`src/rtl/pll_lock_supervisor.sv`:
```
// PLL lock supervisor: synchronises lock, releases sys_rst_n after stable lock, counts loss-of-lock events.
// Optional LED heartbeat in RUN when HEARTBEAT_EN is defined.
module pll_lock_supervisor #(
    parameter int unsigned SYNC_STAGES   = 2,
    parameter int unsigned STABLE_CYCLES = 1024,
    parameter int unsigned HOLD_CYCLES   = 16,
    parameter int unsigned CNT_W         = 8,
    parameter int unsigned HB_DIV        = 30000000
) (
    input  logic             clk,
    input  logic             rst_n,
    input  logic             lock,
    input  logic             clear_count,
    output logic             sys_rst_n,
    output logic             loss_pulse,
    output logic [CNT_W-1:0] loss_count,
    output logic             heartbeat
);

    localparam int unsigned MAX_CYCLES = (STABLE_CYCLES > HOLD_CYCLES) ? STABLE_CYCLES : HOLD_CYCLES;
    localparam int unsigned CW         = $clog2(MAX_CYCLES) + 1;
    localparam logic [CW-1:0]    STABLE_LAST = CW'(STABLE_CYCLES - 1);
    localparam logic [CW-1:0]    HOLD_LAST   = CW'(HOLD_CYCLES - 1);
    localparam logic [CNT_W-1:0] LOSS_MAX    = '1;

    if (SYNC_STAGES < 2 || STABLE_CYCLES == 0 || HOLD_CYCLES == 0 || CNT_W == 0 || HB_DIV == 0) begin : g_param_check
        $error("pll_lock_supervisor: illegal parameter value");
    end

    typedef enum logic [1:0] {
        ST_WAIT,
        ST_STAB,
        ST_RUN,
        ST_HOLD
    } state_t;

    state_t                 state_q;
    state_t                 state_d;
    logic [CW-1:0]          cnt_q;
    logic [CW-1:0]          cnt_d;
    logic [SYNC_STAGES-1:0] sync_q;
    logic                   lock_s;
    logic                   loss_c;

    // Lock synchroniser; only the last stage feeds the FSM
    always_ff @(posedge clk) begin
        if (!rst_n) begin
            sync_q <= '0;
        end else begin
            sync_q <= {sync_q[SYNC_STAGES-2:0], lock};
        end
    end

    assign lock_s = sync_q[SYNC_STAGES-1];

    // State and cycle counter registers
    always_ff @(posedge clk) begin
        if (!rst_n) begin
            state_q <= ST_WAIT;
            cnt_q   <= '0;
        end else begin
            state_q <= state_d;
            cnt_q   <= cnt_d;
        end
    end

    // Next-state logic
    always_comb begin
        state_d = state_q;
        cnt_d   = cnt_q;
        loss_c  = 1'b0;
        case (state_q)
            ST_WAIT: begin
                cnt_d = '0;
                if (lock_s) begin
                    state_d = ST_STAB;
                end
            end
            ST_STAB: begin
                if (!lock_s) begin
                    state_d = ST_WAIT;
                    cnt_d   = '0;
                end else if (cnt_q == STABLE_LAST) begin
                    state_d = ST_RUN;
                    cnt_d   = '0;
                end else begin
                    cnt_d = cnt_q + CW'(1);
                end
            end
            ST_RUN: begin
                cnt_d = '0;
                if (!lock_s) begin
                    state_d = ST_HOLD;
                    loss_c  = 1'b1;
                end
            end
            ST_HOLD: begin
                if (cnt_q == HOLD_LAST) begin
                    state_d = ST_WAIT;
                    cnt_d   = '0;
                end else begin
                    cnt_d = cnt_q + CW'(1);
                end
            end
            default: begin
                state_d = ST_WAIT;
                cnt_d   = '0;
            end
        endcase
    end

    // Registered outputs; sys_rst_n follows the next state so it changes on the transition edge
    always_ff @(posedge clk) begin
        if (!rst_n) begin
            sys_rst_n  <= 1'b0;
            loss_pulse <= 1'b0;
            loss_count <= '0;
        end else begin
            sys_rst_n  <= (state_d == ST_RUN);
            loss_pulse <= loss_c;
            if (clear_count) begin
                loss_count <= loss_c ? CNT_W'(1) : '0;
            end else if (loss_c && (loss_count != LOSS_MAX)) begin
                loss_count <= loss_count + CNT_W'(1);
            end
        end
    end

`ifdef HEARTBEAT_EN
    localparam int unsigned HB_W = $clog2(HB_DIV) + 1;

    logic [HB_W-1:0] hb_cnt_q;

    // Heartbeat divider, only running while in RUN
    always_ff @(posedge clk) begin
        if (!rst_n) begin
            hb_cnt_q  <= '0;
            heartbeat <= 1'b0;
        end else if (state_d != ST_RUN) begin
            hb_cnt_q  <= '0;
            heartbeat <= 1'b0;
        end else if (state_q == ST_RUN) begin
            if (hb_cnt_q == HB_W'(HB_DIV - 1)) begin
                hb_cnt_q  <= '0;
                heartbeat <= ~heartbeat;
            end else begin
                hb_cnt_q <= hb_cnt_q + HB_W'(1);
            end
        end
    end
`else
    assign heartbeat = 1'b0;
`endif

endmodule

```
`config.mk`:
```
export PLATFORM = sky130hd
export DESIGN_NAME = pll_lock_supervisor
export DESIGN_NICKNAME = d
export VERILOG_FILES = /design/src/rtl/pll_lock_supervisor.sv
export SDC_FILE = /design/constraint.sdc
export NUM_CORES = 1
export LEC_CHECK = 0
export ABC_AREA = 1
export CORE_ASPECT_RATIO = 1.1
export CORE_MARGIN = 2
export CORE_UTILIZATION = 48
export CTS_CLUSTER_SIZE = 8
export DETAILED_ROUTE_END_ITERATION = 10
export PLACE_DENSITY = 0.73
export SLEW_MARGIN = 30
export SYNTH_ARGS = -nofsm -noshare
export SYNTH_HDL_FRONTEND = slang
export SYNTH_SLANG_ARGS = --single-unit
```
`constraint.sdc`:
```
create_clock -name clk -period 1.45 [get_ports clk]
set_clock_uncertainty 0.2 [all_clocks]
set_input_delay 0.145 -clock clk [delete_from_list [all_inputs] [get_ports clk]]
set_output_delay 0.145 -clock clk [all_outputs]
set_load 0.1 [all_outputs]
```
==> results of run 1 <==
[area by class of cell]
cell class              count  area (sq um)  share of cell area [%]
repair buffers             27           339                    19.2
clock inverters             1          5.00                   0.283
inverters                  21          83.8                    4.73
clock buffers               3          22.5                    1.27
well taps                  31          38.8                    2.19
multi-input cells         120           751                    42.4
flip-flops and latches     25           531                    30.0
[layer usage]
layer  wire length (um)  track usage [%]  vias to the layer above
met1               1130             24.6                      535
met4                 60             10.2                        0
met2               1520             38.2                       16
met3                 73             4.26                        7
met5                  0                0                        -
li1                   -                -                      576
[Yosys cell counts (all sizes together)]
cell type and instances:
ha 2, nand3b 1, a21oi 7, xor2 5, inv 20, nor2 38, conb 1, xnor2 4
nand3 10, nand2 39, nor3 5, nand4 2, dfxtp 25, buf 1, o21ai 5, clkinv 1
[worst max-delay path, delay by kind of cell, from the launching register on]
kind,cells,cell delay (ns)
DFF,1,0.38
and+or+nand+nor,7,0.64
adders and majority gates,1,0.16
[state kept, by name, summed over array words and instances, names as in the netlist]
| signal | count |
|---|---|
| loss_pulse | 1 |
| sys_rst_n | 1 |
| state_q | 2 |
| cnt_q | 11 |
| sync_q | 2 |
| loss_count | 8 |
[final timing paths]
path,end,slack (ns),cells after the start
worst max-delay path,cnt_q[6],-0.01,8
worst min-delay path,sync_q[0],0.12,3
worst max register to register,cnt_q[6],-0.01,8
worst min register to register,sync_q[1],0.24,2
[timing repair]
action	CTS	global route
endpoints found under the setup margin	17	22
pin swaps	9	13
cloned	1	0
resized for setup	7	28
buffers inserted	3	1
[cells in the final DEF (no fill, tap or decap), types with 3 or more instances in the layout]
cell,netlist,routed
a21oi_1,7,6
buf_12,0,10
buf_4,1,13
clkbuf_4,0,3
clkdlybuf4s50_1,0,3
dfxtp_1,25,9
dfxtp_2,0,12
dfxtp_4,0,4
inv_1,18,17
inv_2,2,3
nand2_1,34,29
nand2_2,3,3
nand2_4,2,7
nand3_1,9,8
nor2_1,32,23
nor2_2,5,12
nor2_4,1,3
nor3_1,3,3
o21ai_1,4,3
xnor2_1,4,4
xor2_1,5,4
[metrics by stage]
step	hold WS, ns	total power, uW	setup WS, ns
2_1_floorplan	0.0385	815	-0.197
3_3_place_gp	0.202	866	-0.0180
3_5_place_dp	0.210	869	-0.0975
4_1_cts	0.146	1170	0.00455
5_1_grt	0.143	1250	-0.0840
6_report	0.124	1190	-0.0119
[kinds of logic after synthesis]
| kind of cell | after synthesis | share of synthesized area (%) |
|---|---|---|
| xor+xnor | 9 | 6.53 |
| compound gates | 12 | 4.97 |
| flops | 25 | 41.5 |
| buf+inv | 22 | 7.56 |
| fa+ha+maj | 2 | 2.07 |
| simple gates | 95 | 37.1 |
| other cells | 1 | 0.311 |
[power groups by stage]
stage,clock network [uW],logic [uW],registers [uW]
3_3_place_gp,0,147,719
6_report,317,165,705
4_1_cts,310,157,704
2_1_floorplan,0,58.3,757
5_1_grt,362,176,707
3_5_place_dp,0,150,720
==> flow_summary.yaml, run 1 <==
cts:
  clk_pin_slew_ns: 0.14
  htreeDepth: 1
  cts_buffers: 3
  tritoncts: "done"
  cts_root_buf: "clkbuf_4"
  hold_buffers: 0
  clock_path_buffers: 2
  clock_latency_ns: 0.33
  cts.sinks: 25
final_layout:
  antenna_cells: 0
  area_delta_synth_final_pct: 46.6
  fin_nets: 204
  final_cell_count_no_fill: 228
  fin_area_sq_um: 1770
  num-fill-cells: 182
  drive_gt1_share_pct: 42.1
  utilization_pct: 72.3
die:
  dieHeight_um: 56.6
  start_util_pct: 49.3
  rows: 19
  core_area_sq_um: 2450
  io-pin-count: 15
  die_x_um: 51.8
  die_area_sq_um: 2930
grt:
  grt_pass1_vias: 1152
  grt_max_degree: 15
  gr-total-overflow: 0
  grtUsageTotal_pct: 21.8
  grt_pass1_wl_um: 4800
  grt_antenna_before_repair: 0
place:
  gp_congestion: 0.781
  io_buffers: 13
  dpl-instance-area_sq_um: 1590
  hpwl_um: 1910
  dp_cells: 219
power:
  leakage_uw: 0.000703
  p_sw_share_pct: 27.8
  p_int_uw: 857
  combPwrFrac_pct: 13.9
  p_per_area_nw_per_um2: 671
  seqPwrFrac_pct: 59.4
  power_frac_clock_pct: 26.7
  switching_power_uw: 330
  irDropWorstVdd_v: 0.000636
route:
  avgRoutedWirePerCell_um: 12.2
  vias: 1134
  wl_um: 2780
  drc: 0
  ant_nets: 0
  firstDrtPassIters: 4
  initialDrtViolationCount: 28
  vias_per_cell: 4.97
logic_synthesis:
  yosysTopAreaCell: "dfxtp_1"
  ys_warn_count: 0
  synth_area_sq_um: 1210
  syn_nets: 172
  synth.avg_cell_area_sq_um: 7.27
  syn_inst: 166
  synth_seq_cells: 25
  synth_area_leaders: "dfxtp_1, nand2_1, nor2_1"
  ys_types: 25
  synth_seq_area_share_pct: 41.5
  netlist.area_leader.share_pct: 41.5
timing:
  slew_violations: 0
  fmax_mhz: 684
  rsz0062_at_grt: "true"
  hold_viol: 0
  setup_viol: 9
  tns_ns: -0.0487
  fin_crit_sh_pct: 101
  min_period_ns: 1.46
  setup_slack_ns: -0.0119
setup_path:
  reg2reg_from: "cnt_q[0]"
  required_ns: 1.47
  crit_path_end_kind: "register"
  crit_fanout: 5
  slowest_stage: "dfxtp_2"
  cp_common_cell: "nand2_4"
  worst_setup_path_start_kind: "register"
  critPathMaxStageDelay_ns: 0.38
  worstPathCellList: "ha_4 -> nand3_2 -> nor2_2 -> nand2_2 -> nand2_4 -> nand2_4 -> nand2_4 -> nor2_1"
  crit_start: "cnt_q[0]"
  critPathArrivalTime_ns: 1.49
  worstSetupPathType: "reg -> reg"
job:
  drv_cap: 0
min_path:
  min_from: "lock"
  min_path_type: "in -> reg"
outcome:
  status: "finished, violations left"
  violations: "setup timing"
No activity file was read; power rests on OpenSTA's default activity.
==> inputs of run 2 (changes only) <==
--- a/config.mk
+++ b/config.mk
@@ -6,7 +6,6 @@
 export NUM_CORES = 1
 export LEC_CHECK = 0
 export ABC_AREA = 1
-export CORE_ASPECT_RATIO = 1.1
 export CORE_MARGIN = 2
 export CORE_UTILIZATION = 48
 export CTS_CLUSTER_SIZE = 8
==> flow_summary.yaml, run 2 (synthesized netlist as in run 1, its figures left out) <==
cts:
  clock_path_buffers: 2
  cts.sinks: 25
  cts_root_buf: "clkbuf_4"
  clock_latency_ns: 0.32
  tritoncts: "done"
  hold_buffers: 0
  cts_buffers: 3
  htreeDepth: 1
  clk_pin_slew_ns: 0.13
power:
  p_per_area_nw_per_um2: 671
  power_uw: 1200
  irDropWorstVdd_v: 0.000768
  leakage_uw: 0.000702
final_layout:
  utilization_pct: 73.6
  max_flop_register: "cnt_q"
  largest_reg_flops: 11
  drive_gt1_share_pct: 40.0
  multiInputGateArea_sq_um: 744
  fin_area_sq_um: 1790
  reg_top3: "cnt_q x11, loss_count x8"
  final_common_cell: "nand2_1"
  num-fill-cells: 189
  fin_nets: 207
  antenna_cells: 0
  final_cell_count_no_fill: 230
  regArea_sq_um: 526
  final_cell_mix: "nand2_1, nor2_1, inv_1"
  area_delta_synth_final_pct: 48.3
die:
  dieHeight_um: 54.2
  io-pin-count: 15
  start_util_pct: 49.6
  die_area_sq_um: 2930
  rows: 18
  die_x_um: 54.2
  core_area_sq_um: 2430
grt:
  grt_pass1_wl_um: 3860
  grt_antenna_before_repair: 0
  grt_max_degree: 15
  grtUsageTotal_pct: 18.2
  gr-total-overflow: 0
  grt_pass1_vias: 972
setup_path:
  crit_fanout: 8
  worst_setup_path_start_kind: "register"
  reg2reg_from: "state_q[1]"
  crit_path_end_kind: "register"
  required_ns: 1.50
  critPathArrivalTime_ns: 1.52
  worstSetupPathType: "reg -> reg"
  crit_start: "state_q[1]"
  r2r_cells: 7
min_path:
  min_path_type: "in -> reg"
  min_from: "lock"
  holdPathStages: 3
place:
  io_buffers: 13
  gp_congestion: 0.831
  dp_cells: 221
  place_ws_ns: -0.0802
  dpl-instance-area_sq_um: 1610
  hpwl_um: 1870
timing:
  setup_slack_ns: -0.0141
  setup_viol: 2
  hold_viol: 0
  rsz0062_at_grt: "true"
  slew_violations: 0
  min_period_ns: 1.46
  fin_crit_sh_pct: 101
  fmax_mhz: 683
route:
  vias: 1146
  vias_per_cell: 4.98
  ant_nets: 0
  drc: 0
  avgRoutedWirePerCell_um: 11.6
  initialDrtViolationCount: 23
  wl_um: 2670
  firstDrtPassIters: 4
outcome:
  status: "finished, violations left"
  violations: "setup timing"
job:
  drv_cap: 0
==> run 2: layer usage <==
metal	vias up	part of all wire (%)	routed length, um	GRT usage, %
li1	582	-	-	-
met2	32	55	1460	33.3
met5	-	0	0	0
met3	5	3.5	94	3.33
met1	527	40	1070	20.4
met4	0	1.5	40	7.50
==> run 2: what timing repair did <==
| action | CTS | global route |
|---|---|---|
| setup buffers | 1 | 3 |
| gates resized for setup | 7 | 26 |
| endpoints found under the setup margin | 16 | 21 |
| pin swaps | 6 | 20 |
| cloned | 1 | 0 |
==> run 2: through the flow <==
| step | TNS (ns) | hold WS (ns) |
|---|---|---|
| CTS | 0 | 0.127 |
| global route | -1.27 | 0.140 |
| finish | -0.0185 | 0.135 |
| global placement | -0.153 | 0.205 |
| detailed placement | -0.766 | 0.220 |
| floorplan | -1.23 | 0.0385 |
==> run 2: where the power goes <==
| group | internal [uW] | switching [uW] | total, uW |
|---|---|---|---|
| Clock | 104 | 209 | 313 |
| Combinational | 69.6 | 113 | 182 |
| Sequential | 694 | 11.9 | 705 |
| Total | 867 | 334 | 1200 |
==> run 2: path summary, 6_finish.rpt <==
check	slack (ns)	end
max	-0.01	loss_count[0]
min	0.14	sync_q[0]
max reg2reg	-0.01	loss_count[0]
min reg2reg	0.24	sync_q[1]
==> run 2: critical path, cell delays in order, from the launching register on <==
cell and delay [ns]:
dfxtp_2 0.36, inv_2 0.05, nor3_4 0.26, buf_6 0.16, nand2_8 0.08, nor2_2 0.09, nor2_1 0.04, a21oi_1 0.15
==> run 2: area by class of cell <==
class | count | share of cell area, %
Inverter | 21 | 4.82
Clock buffer | 3 | 1.26
Clock inverter | 1 | 0.280
Timing Repair Buffer | 30 | 20.6
Tap cell | 30 | 2.10
Sequential cell | 25 | 29.4
Multi-Input combinational cell | 120 | 41.6
